File: src/rtl/multicycle_controller.sv
// ---------------------------------------------------------------------------
// multicycle_controller
//
// Control FSM for a multicycle RV32I subset core (lw, sw, R-type, beq, addi,
// jal) built around one shared memory port and one shared ALU. Each cycle it
// steers the PC/IR enables, the memory request, the ALU operand muxes and the
// register-file write from the current state, the opcode and the ALU zero
// flag. Memory phases wait on mem_ready, retired instructions are counted and
// illegal opcodes are trapped.
//
// Parameters:
//   HALT_ON_ILLEGAL  1 = park in HALT on an illegal opcode, 0 = skip it
//   INSTRET_W        width of the retired-instruction counter
//
// Ports:
//   clk, rst_n       clock (rising edge), asynchronous active-low reset
//   op               opcode field from IR
//   zero             ALU zero flag
//   mem_ready        memory access completes this cycle
//   mem_req          memory access requested
//   PCWrite          PC register enable
//   AdrSrc           memory address select: 0 = PC, 1 = ALUOut
//   MemWrite         memory write strobe
//   IRWrite          IR and OldPC enable
//   ResultSrc        result mux: 00 = ALUOut, 01 = Data, 10 = ALUResult
//   ALUSrcA          ALU A mux: 00 = PC, 01 = OldPC, 10 = rs1
//   ALUSrcB          ALU B mux: 00 = rs2, 01 = Imm, 10 = const 4
//   ALUOp            ALU decoder control: 00 = add, 01 = sub, 10 = funct
//   ImmSrc           immediate format
//   RegWrite         register-file write enable
//   illegal          sticky illegal-opcode flag
//   instret          retired-instruction count
//   state            current state, for debug
// ---------------------------------------------------------------------------
module multicycle_controller #(
    parameter bit HALT_ON_ILLEGAL = 1'b1,
    parameter int INSTRET_W       = 32
) (
    input  logic                 clk,
    input  logic                 rst_n,
    input  logic [6:0]           op,
    input  logic                 zero,
    input  logic                 mem_ready,
    output logic                 mem_req,
    output logic                 PCWrite,
    output logic                 AdrSrc,
    output logic                 MemWrite,
    output logic                 IRWrite,
    output logic [1:0]           ResultSrc,
    output logic [1:0]           ALUSrcA,
    output logic [1:0]           ALUSrcB,
    output logic [1:0]           ALUOp,
    output logic [1:0]           ImmSrc,
    output logic                 RegWrite,
    output logic                 illegal,
    output logic [INSTRET_W-1:0] instret,
    output logic [3:0]           state
);

    typedef enum logic [3:0] {
        FETCH    = 4'd0,
        DECODE   = 4'd1,
        MEMADR   = 4'd2,
        MEMREAD  = 4'd3,
        MEMWB    = 4'd4,
        MEMWRITE = 4'd5,
        EXECUTER = 4'd6,
        EXECUTEI = 4'd7,
        ALUWB    = 4'd8,
        BEQ      = 4'd9,
        JAL      = 4'd10,
        HALT     = 4'd11
    } state_t;

    localparam logic [6:0] OP_LW   = 7'b0000011;
    localparam logic [6:0] OP_SW   = 7'b0100011;
    localparam logic [6:0] OP_R    = 7'b0110011;
    localparam logic [6:0] OP_ADDI = 7'b0010011;
    localparam logic [6:0] OP_BEQ  = 7'b1100011;
    localparam logic [6:0] OP_JAL  = 7'b1101111;

    state_t cur_state;
    state_t next_state;
    logic   set_illegal;
    logic   retire;

    assign state = cur_state;

    // State register. Reset is asynchronous so an in-flight instruction is
    // abandoned immediately and the core restarts from FETCH.
    always_ff @(posedge clk or negedge rst_n) begin
        if (!rst_n) begin
            cur_state <= FETCH;
        end else begin
            cur_state <= next_state;
        end
    end

    // Sticky illegal flag and retired-instruction counter. Both are driven by
    // strobes from the next-state logic so they update on the same edge as
    // the transition that causes them; the counter wraps naturally.
    always_ff @(posedge clk or negedge rst_n) begin
        if (!rst_n) begin
            illegal <= 1'b0;
            instret <= '0;
        end else begin
            if (set_illegal) begin
                illegal <= 1'b1;
            end
            if (retire) begin
                instret <= instret + INSTRET_W'(1);
            end
        end
    end

    // Immediate format depends only on the opcode, independent of state.
    always_comb begin
        ImmSrc = 2'b00;
        case (op)
            OP_LW, OP_ADDI: ImmSrc = 2'b00;
            OP_SW:          ImmSrc = 2'b01;
            OP_BEQ:         ImmSrc = 2'b10;
            OP_JAL:         ImmSrc = 2'b11;
            default:        ImmSrc = 2'b00;
        endcase
    end

    // Next-state and control decode. Everything is a Moore decode of the
    // state except the enables that qualify on mem_ready (so nothing fires
    // while a memory access is still pending) and the branch PC enable,
    // which qualifies on zero.
    always_comb begin
        next_state  = cur_state;
        mem_req     = 1'b0;
        PCWrite     = 1'b0;
        AdrSrc      = 1'b0;
        MemWrite    = 1'b0;
        IRWrite     = 1'b0;
        ResultSrc   = 2'b00;
        ALUSrcA     = 2'b00;
        ALUSrcB     = 2'b00;
        ALUOp       = 2'b00;
        RegWrite    = 1'b0;
        set_illegal = 1'b0;
        retire      = 1'b0;

        case (cur_state)
            FETCH: begin
                // Instruction read at PC while the ALU computes PC+4.
                mem_req   = 1'b1;
                ALUSrcB   = 2'b10;
                ResultSrc = 2'b10;
                IRWrite   = mem_ready;
                PCWrite   = mem_ready;
                if (mem_ready) begin
                    next_state = DECODE;
                end
            end
            DECODE: begin
                // OldPC + Imm lands in ALUOut as a speculative branch target.
                ALUSrcA = 2'b01;
                ALUSrcB = 2'b01;
                case (op)
                    OP_LW, OP_SW: next_state = MEMADR;
                    OP_R:         next_state = EXECUTER;
                    OP_ADDI:      next_state = EXECUTEI;
                    OP_BEQ:       next_state = BEQ;
                    OP_JAL:       next_state = JAL;
                    default: begin
                        set_illegal = 1'b1;
                        next_state  = HALT_ON_ILLEGAL ? HALT : FETCH;
                    end
                endcase
            end
            MEMADR: begin
                ALUSrcA    = 2'b10;
                ALUSrcB    = 2'b01;
                next_state = (op == OP_LW) ? MEMREAD : MEMWRITE;
            end
            MEMREAD: begin
                mem_req = 1'b1;
                AdrSrc  = 1'b1;
                if (mem_ready) begin
                    next_state = MEMWB;
                end
            end
            MEMWB: begin
                ResultSrc  = 2'b01;
                RegWrite   = 1'b1;
                retire     = 1'b1;
                next_state = FETCH;
            end
            MEMWRITE: begin
                // Write strobe only on the completing cycle: one pulse.
                mem_req  = 1'b1;
                AdrSrc   = 1'b1;
                MemWrite = mem_ready;
                if (mem_ready) begin
                    retire     = 1'b1;
                    next_state = FETCH;
                end
            end
            EXECUTER: begin
                ALUSrcA    = 2'b10;
                ALUOp      = 2'b10;
                next_state = ALUWB;
            end
            EXECUTEI: begin
                ALUSrcA    = 2'b10;
                ALUSrcB    = 2'b01;
                ALUOp      = 2'b10;
                next_state = ALUWB;
            end
            ALUWB: begin
                RegWrite   = 1'b1;
                retire     = 1'b1;
                next_state = FETCH;
            end
            BEQ: begin
                ALUSrcA    = 2'b10;
                ALUOp      = 2'b01;
                PCWrite    = zero;
                retire     = 1'b1;
                next_state = FETCH;
            end
            JAL: begin
                // PC takes the target held in ALUOut; the ALU forms OldPC+4
                // for the link value written back in ALUWB.
                ALUSrcA    = 2'b01;
                ALUSrcB    = 2'b10;
                PCWrite    = 1'b1;
                next_state = ALUWB;
            end
            HALT: begin
                next_state = HALT;
            end
            default: begin
                next_state = FETCH;
            end
        endcase
    end

endmodule

File: config.mk
export PLATFORM = sky130hd
export DESIGN_NAME = multicycle_controller
export DESIGN_NICKNAME = d
export VERILOG_FILES = /design/src/rtl/multicycle_controller.sv
export SDC_FILE = /design/constraint.sdc
export NUM_CORES = 1
export LEC_CHECK = 0
export CORE_UTILIZATION = 25
export DETAILED_ROUTE_END_ITERATION = 10
export GPL_ROUTABILITY_DRIVEN = 0
export HOLD_SLACK_MARGIN = 0.1
export MAX_ROUTING_LAYER = met4
export PLACE_DENSITY_LB_ADDON = 0.15
export SLEW_MARGIN = 20
export SYNTH_ARGS = -nofsm -noshare
export SYNTH_HDL_FRONTEND = slang
export SYNTH_SLANG_ARGS = --single-unit
File: constraint.sdc
create_clock -name clk -period 1.6 [get_ports clk]
set_clock_uncertainty 0.1 [all_clocks]
set_input_delay 0.16 -clock clk [delete_from_list [all_inputs] [get_ports clk]]
set_output_delay 0.16 -clock clk [all_outputs]
set_load 0.02 [all_outputs]
# == After elaboration in Yosys (flattened, before gate mapping) ==
# Index checks and enable logic that the tools add are counted.
# word_totals
regBits,37
out_inout_bits,53
word_cells,59
# classes
n_addsub,1
eq_ne,20
muxes,21
reduce_logical,14
# ops
operator,count
"adder 32 x 1 -> 32 bit, second input constant",1
case mux 4 bit (7 select lines),1
case mux 4 bit (5 select lines),1
"equality test 4 x 3 -> 1 bit, second input constant",4
"equality test 4 bit, second input constant",4
case mux 2 bit (2 select lines),4
"equality test 7 x 6 -> 1 bit, second input constant",2
"equality test 7 bit, second input constant",2
two-way mux 4 bit,3
OR reduction 2 bit,6
OR reduction 3 bit,4
"equality test 4 x 2 -> 1 bit, second input constant",2
two-way mux 1 bit,8
"equality test 7 x 2 -> 1 bit, second input constant",1
"equality test 7 x 5 -> 1 bit, second input constant",1
"inequality test 2 bit, second input constant",3
case mux 2 bit (3 select lines),1
OR reduction 6 bit,1
"equality test 4 x 1 -> 1 bit, second input constant",1
zero test 4 bit,1
OR reduction 4 bit,1
two-way mux 3 bit,1
case mux 1 bit (3 select lines),1
AND reduction 3 bit,1
case mux 1 bit (2 select lines),1

# == Depth between registers and ports, before layout ==
# logic_depth
word_depth,4
mapped_depth,6
ltp_nobuf,6

# == Worst setup path before layout ==
# Ideal clock, no wire load.
# synth_timing
path_kind,register -> output
startpoint,"register cur_state[1], in the netlist state[1]"
endpoint,output IRWrite
arrival_time_ns,1.985
t_required_ns,1.340
slack_ns,-0.645
stages_incl_launch_ff,5
n_path_buf,2
cell_sequence,dfrtp_1 buf_2 clkbuf_1 nor4_1 and2_1
# synth_via
elab_chain_cells,2
# synth_lines
element,line,source
start: declaration,82,state_t cur_state;
start signal: assignment,95,cur_state <= next_state;
zero test 4 bit,147,case (cur_state)
two-way mux 1 bit,147,
end: declaration,48,"output logic IRWrite,"
# Every way passes these cells.

# == Worst setup path in the final report ==
# layout_timing
startpoint,"register cur_state[1], in the netlist state[1]"
endpoint,register instret[29]
# layout_via
elab_chain_cells,3
elab_cells_between_ends,6
cone_classes,eq/ne (4); mux (1); reduce/logical (1)
# layout_lines
element,line,source
equality test 4 bit / equality test 4 x 3 -> 1 bit (equally long branches),147,
OR reduction 3 bit (no line),n/a,
case mux 1 bit (2 select lines) *,147,
end signal: assignment,111,instret <= instret + INSTRET_W'(1);
end: declaration,56,"output logic [INSTRET_W-1:0] instret,"
# Mark *: on every way between the ends. The rest lies on a longest branch, timed or not.
# A chain may end at the register's enable or synchronous reset.

==> results.md <==
- Max Used Layer: met4
- Wire per inst: 12.9 µm
- CTS max path bufs: 2
- Starting Density: 26.1%
- Clk Latency, worst-skew pair: 280 ps
- Ports: 64
- Area Growth Syn to Fin: 87.3%
- Iteration-0 DRC Markers: 26
- Vias in the first global route: 2098
- Clock root buffer: clkbuf_8
- Post-synthesis register bit count: 37
- CP max stage delay: 450 ps
- Post-synth EDFFs: 0
- Num CTS Buffers: 5
- Vias/cell: 4.45
- R2R setup slack: -190 ps
- # setup viols final: 38
- Area of the multi-input gates: 0.00149 mm²
- Mean post-synth cell area: 9.99 µm²
- Max-slew headroom: 71.7%
- DP Wirelength: 4410 µm
- PnR worst setup slack: -188 ps
- Crit-path cells: buf_6 > nand2b_4 > nor3_4 > buf_6 > nand4b_4 > buf_4 > nor3_4 > xor2_1
- Buffers on Ports: 63
- Worst EP arrival: 1890 ps
- Tot Pwr: 5.62 mW
- Final Hold Slack: 259 ps
- Worst path bufs/invs: 3
- Startpoint types: register
- Mapped Cells: 217
- LEAKAGE: 2.13 nW
- Syn nets: 229
- Netlist Area Pre-Place: 0.00217 mm²
- Final std cells w/o fill: 476
- Synth warn: 0
- DRT Pass-1 Iters: 4
- Chip Width: 95.1 µm
- Routed wire length: 6140 µm
- Die area: 0.00904 mm²
- DR WL met2: 3030 µm
- Post-route minimum period: 1790 ps
- Max-cap viol count: 0
- Global-route wire length before repair: 9970 µm
- Metal1 wirelength: 2910 µm
- GRT overflow: 0
- Hold Crit Class: in -> async
- Placed insts: 440
- Tightest Pin Transition: 424 ps
- Register area: 938 µm²
- RSZ-0062 raised after global routing: yes
- Final core occ: 48.9%
- Nets: 383
- Largest net degree at the start of global routing: 24
- Crit-path slowest cell: dfrtp_2
- Hold Fails Final Rpt: 0
- Share of layout cells above drive strength 1: 49.9%
- Fmax achieved: 559 MHz
- Global-route usage over all layers: 14.5%
- Setup_tns: -4020 ps
- Inserted Diodes: 0
- Final ANT Viol Nets: 0
- Failing checks: negative setup slack
- Tcrit/Tclk final: 112%
- Max IR drop VDD: 0.000568 V
- CP endpoint kind: register
- Core Area: 0.00830 mm²
- DR WL met3: 200 µm
- Register area share after synthesis: 42.7%
- CP top delay family: simple AND/OR/NAND/NOR gates
- Max-slew violation count: 0
- Antenna violations before repair: 0
- Max FO, Critical Path: 6
- Worst-path clk slew: 70 ps
- Yosys cell types: 53
- DR DRC count: 0
- Required time worst endpoint: 1700 ps
- Core Rows: 33
- Die height: 95.1 µm
- Fillers: 770
- Pwr Density: 1390 mW/mm²
- DR vias: 2119
- H-tree Lvls: 2
- CTS tree: yes
- Asr flop ratio synth: 100%
- Total clock sinks: 37
- Ys flop type: dfrtp_1
- Run status: finished, violations left
- Critical path type: reg -> reg
[logic make-up (layout without fill, tap and decap cells)]
logic type,count (synthesis),in the layout,synth area share (%)
adder cells (fa/ha/maj),1,1,0.577
multiplexers,2,2,0.982
flip-flops,37,37,42.7
buffers and inverters,15,169,2.66
AO/OA/AOI/OAI,22,22,7.39
AND/OR/NAND/NOR,106,106,31.9
XOR/XNOR,34,34,13.7
[flip-flops by register name, indices dropped and copies added, names as in the netlist]
name     count
instret     32
state        4
illegal      1
[power by group]
part           switching, mW  internal (mW)
clock                  0.319          0.342
sequential             0.156           1.07
combinational           1.73           2.00
[metrics by stage]
step / setup WS [ps] / instance area [µm²]
6_report: -188 / 4060
5_1_grt: -281 / 4060
4_1_cts: -231 / 3660
3_5_place_dp: -559 / 3460
3_3_place_gp: -535 / 3460
2_1_floorplan: -91.1 / 2290
[final cells by class]
cell class                 count  share of cell area [%]
timing repair buffer         154                    34.0
inverter                       8                   0.740
sequential                    37                    23.1
clock buffer                   7                    2.13
tap                          105                    3.24
multi-input combinational    165                    36.8
[cells in the mapped netlist (2+ instances only)]
master	instances	share of area (%)
dfrtp_1	37	43
xor2_1	21	8.5
nand2_1	20	3.5
nor2_1	20	3.5
xnor2_1	13	5.3
nand3_1	10	2.3
inv_1	8	1.4
nand4_1	7	2.0
nor3_2	7	3.2
nor2b_1	6	1.7
nor3_1	6	1.4
a21oi_1	5	1.2
clkbuf_1	4	0.69
and2_1	3	0.87
and3_1	3	0.87
and4_1	3	1.2
nand2b_1	3	0.87
a31oi_1	2	0.58
buf_1	2	0.35
nor4_1	2	0.58
nor4_4	2	2.0
o31ai_1	2	0.69
[layout by cell type (no fill, tap or decap), types with 3 or more instances in the layout]
cell type and n:
nor4_4 4, xor2_1 20, dlymetal6s2s_1 9, dlygate4sd2_1 24
nand3_1 9, nand2_1 18, clkdlybuf4s50_1 11, nor2b_4 5
buf_4 76, clkbuf_8 6, inv_1 8, nor3_2 7
dfrtp_1 27, nor2_4 4, nor2_2 5, nand2b_4 4
and4_1 3, a21oi_1 4, nor2_1 11, dfrtp_2 10
nand4_1 7, buf_6 28, nor3_4 7, xnor2_1 12
[routing by layer]
metal	vias to the layer above	track usage [%]
met4	0	2.65
li1	1066	-
met2	37	23.6
met1	1012	18.9
met5	-	-
met3	4	2.63
[path summary, 6_finish.rpt]
| check | from | endpoint | cells past startpoint |
|---|---|---|---|
| setup / recovery | state[1]$_DFFE_PN0P_ | instret[29]$_DFFE_PN0P_ | 8 |
| max in group asynchronous | rst_n | instret[1]$_DFFE_PN0P_ | 3 |
| setup reg to reg | state[1]$_DFFE_PN0P_ | instret[29]$_DFFE_PN0P_ | 8 |
| hold reg to reg | illegal$_DFFE_PN0P_ | illegal$_DFFE_PN0P_ | 1 |
| hold / removal | rst_n | instret[6]$_DFFE_PN0P_ | 2 |
| min in group clk | op[0] | illegal$_DFFE_PN0P_ | 4 |
[repair_timing]
item / in CTS / in global routing
pin swaps: 11 / 33
endpoints found under the setup margin: 73 / 56
cloned: 0 / 0
resized for setup: 132 / 65
hold buffers: 1 / 0
buffers inserted: 11 / 19
endpoints found under the hold margin: 37 / 0
No activity file was read; power rests on OpenSTA's default activity.
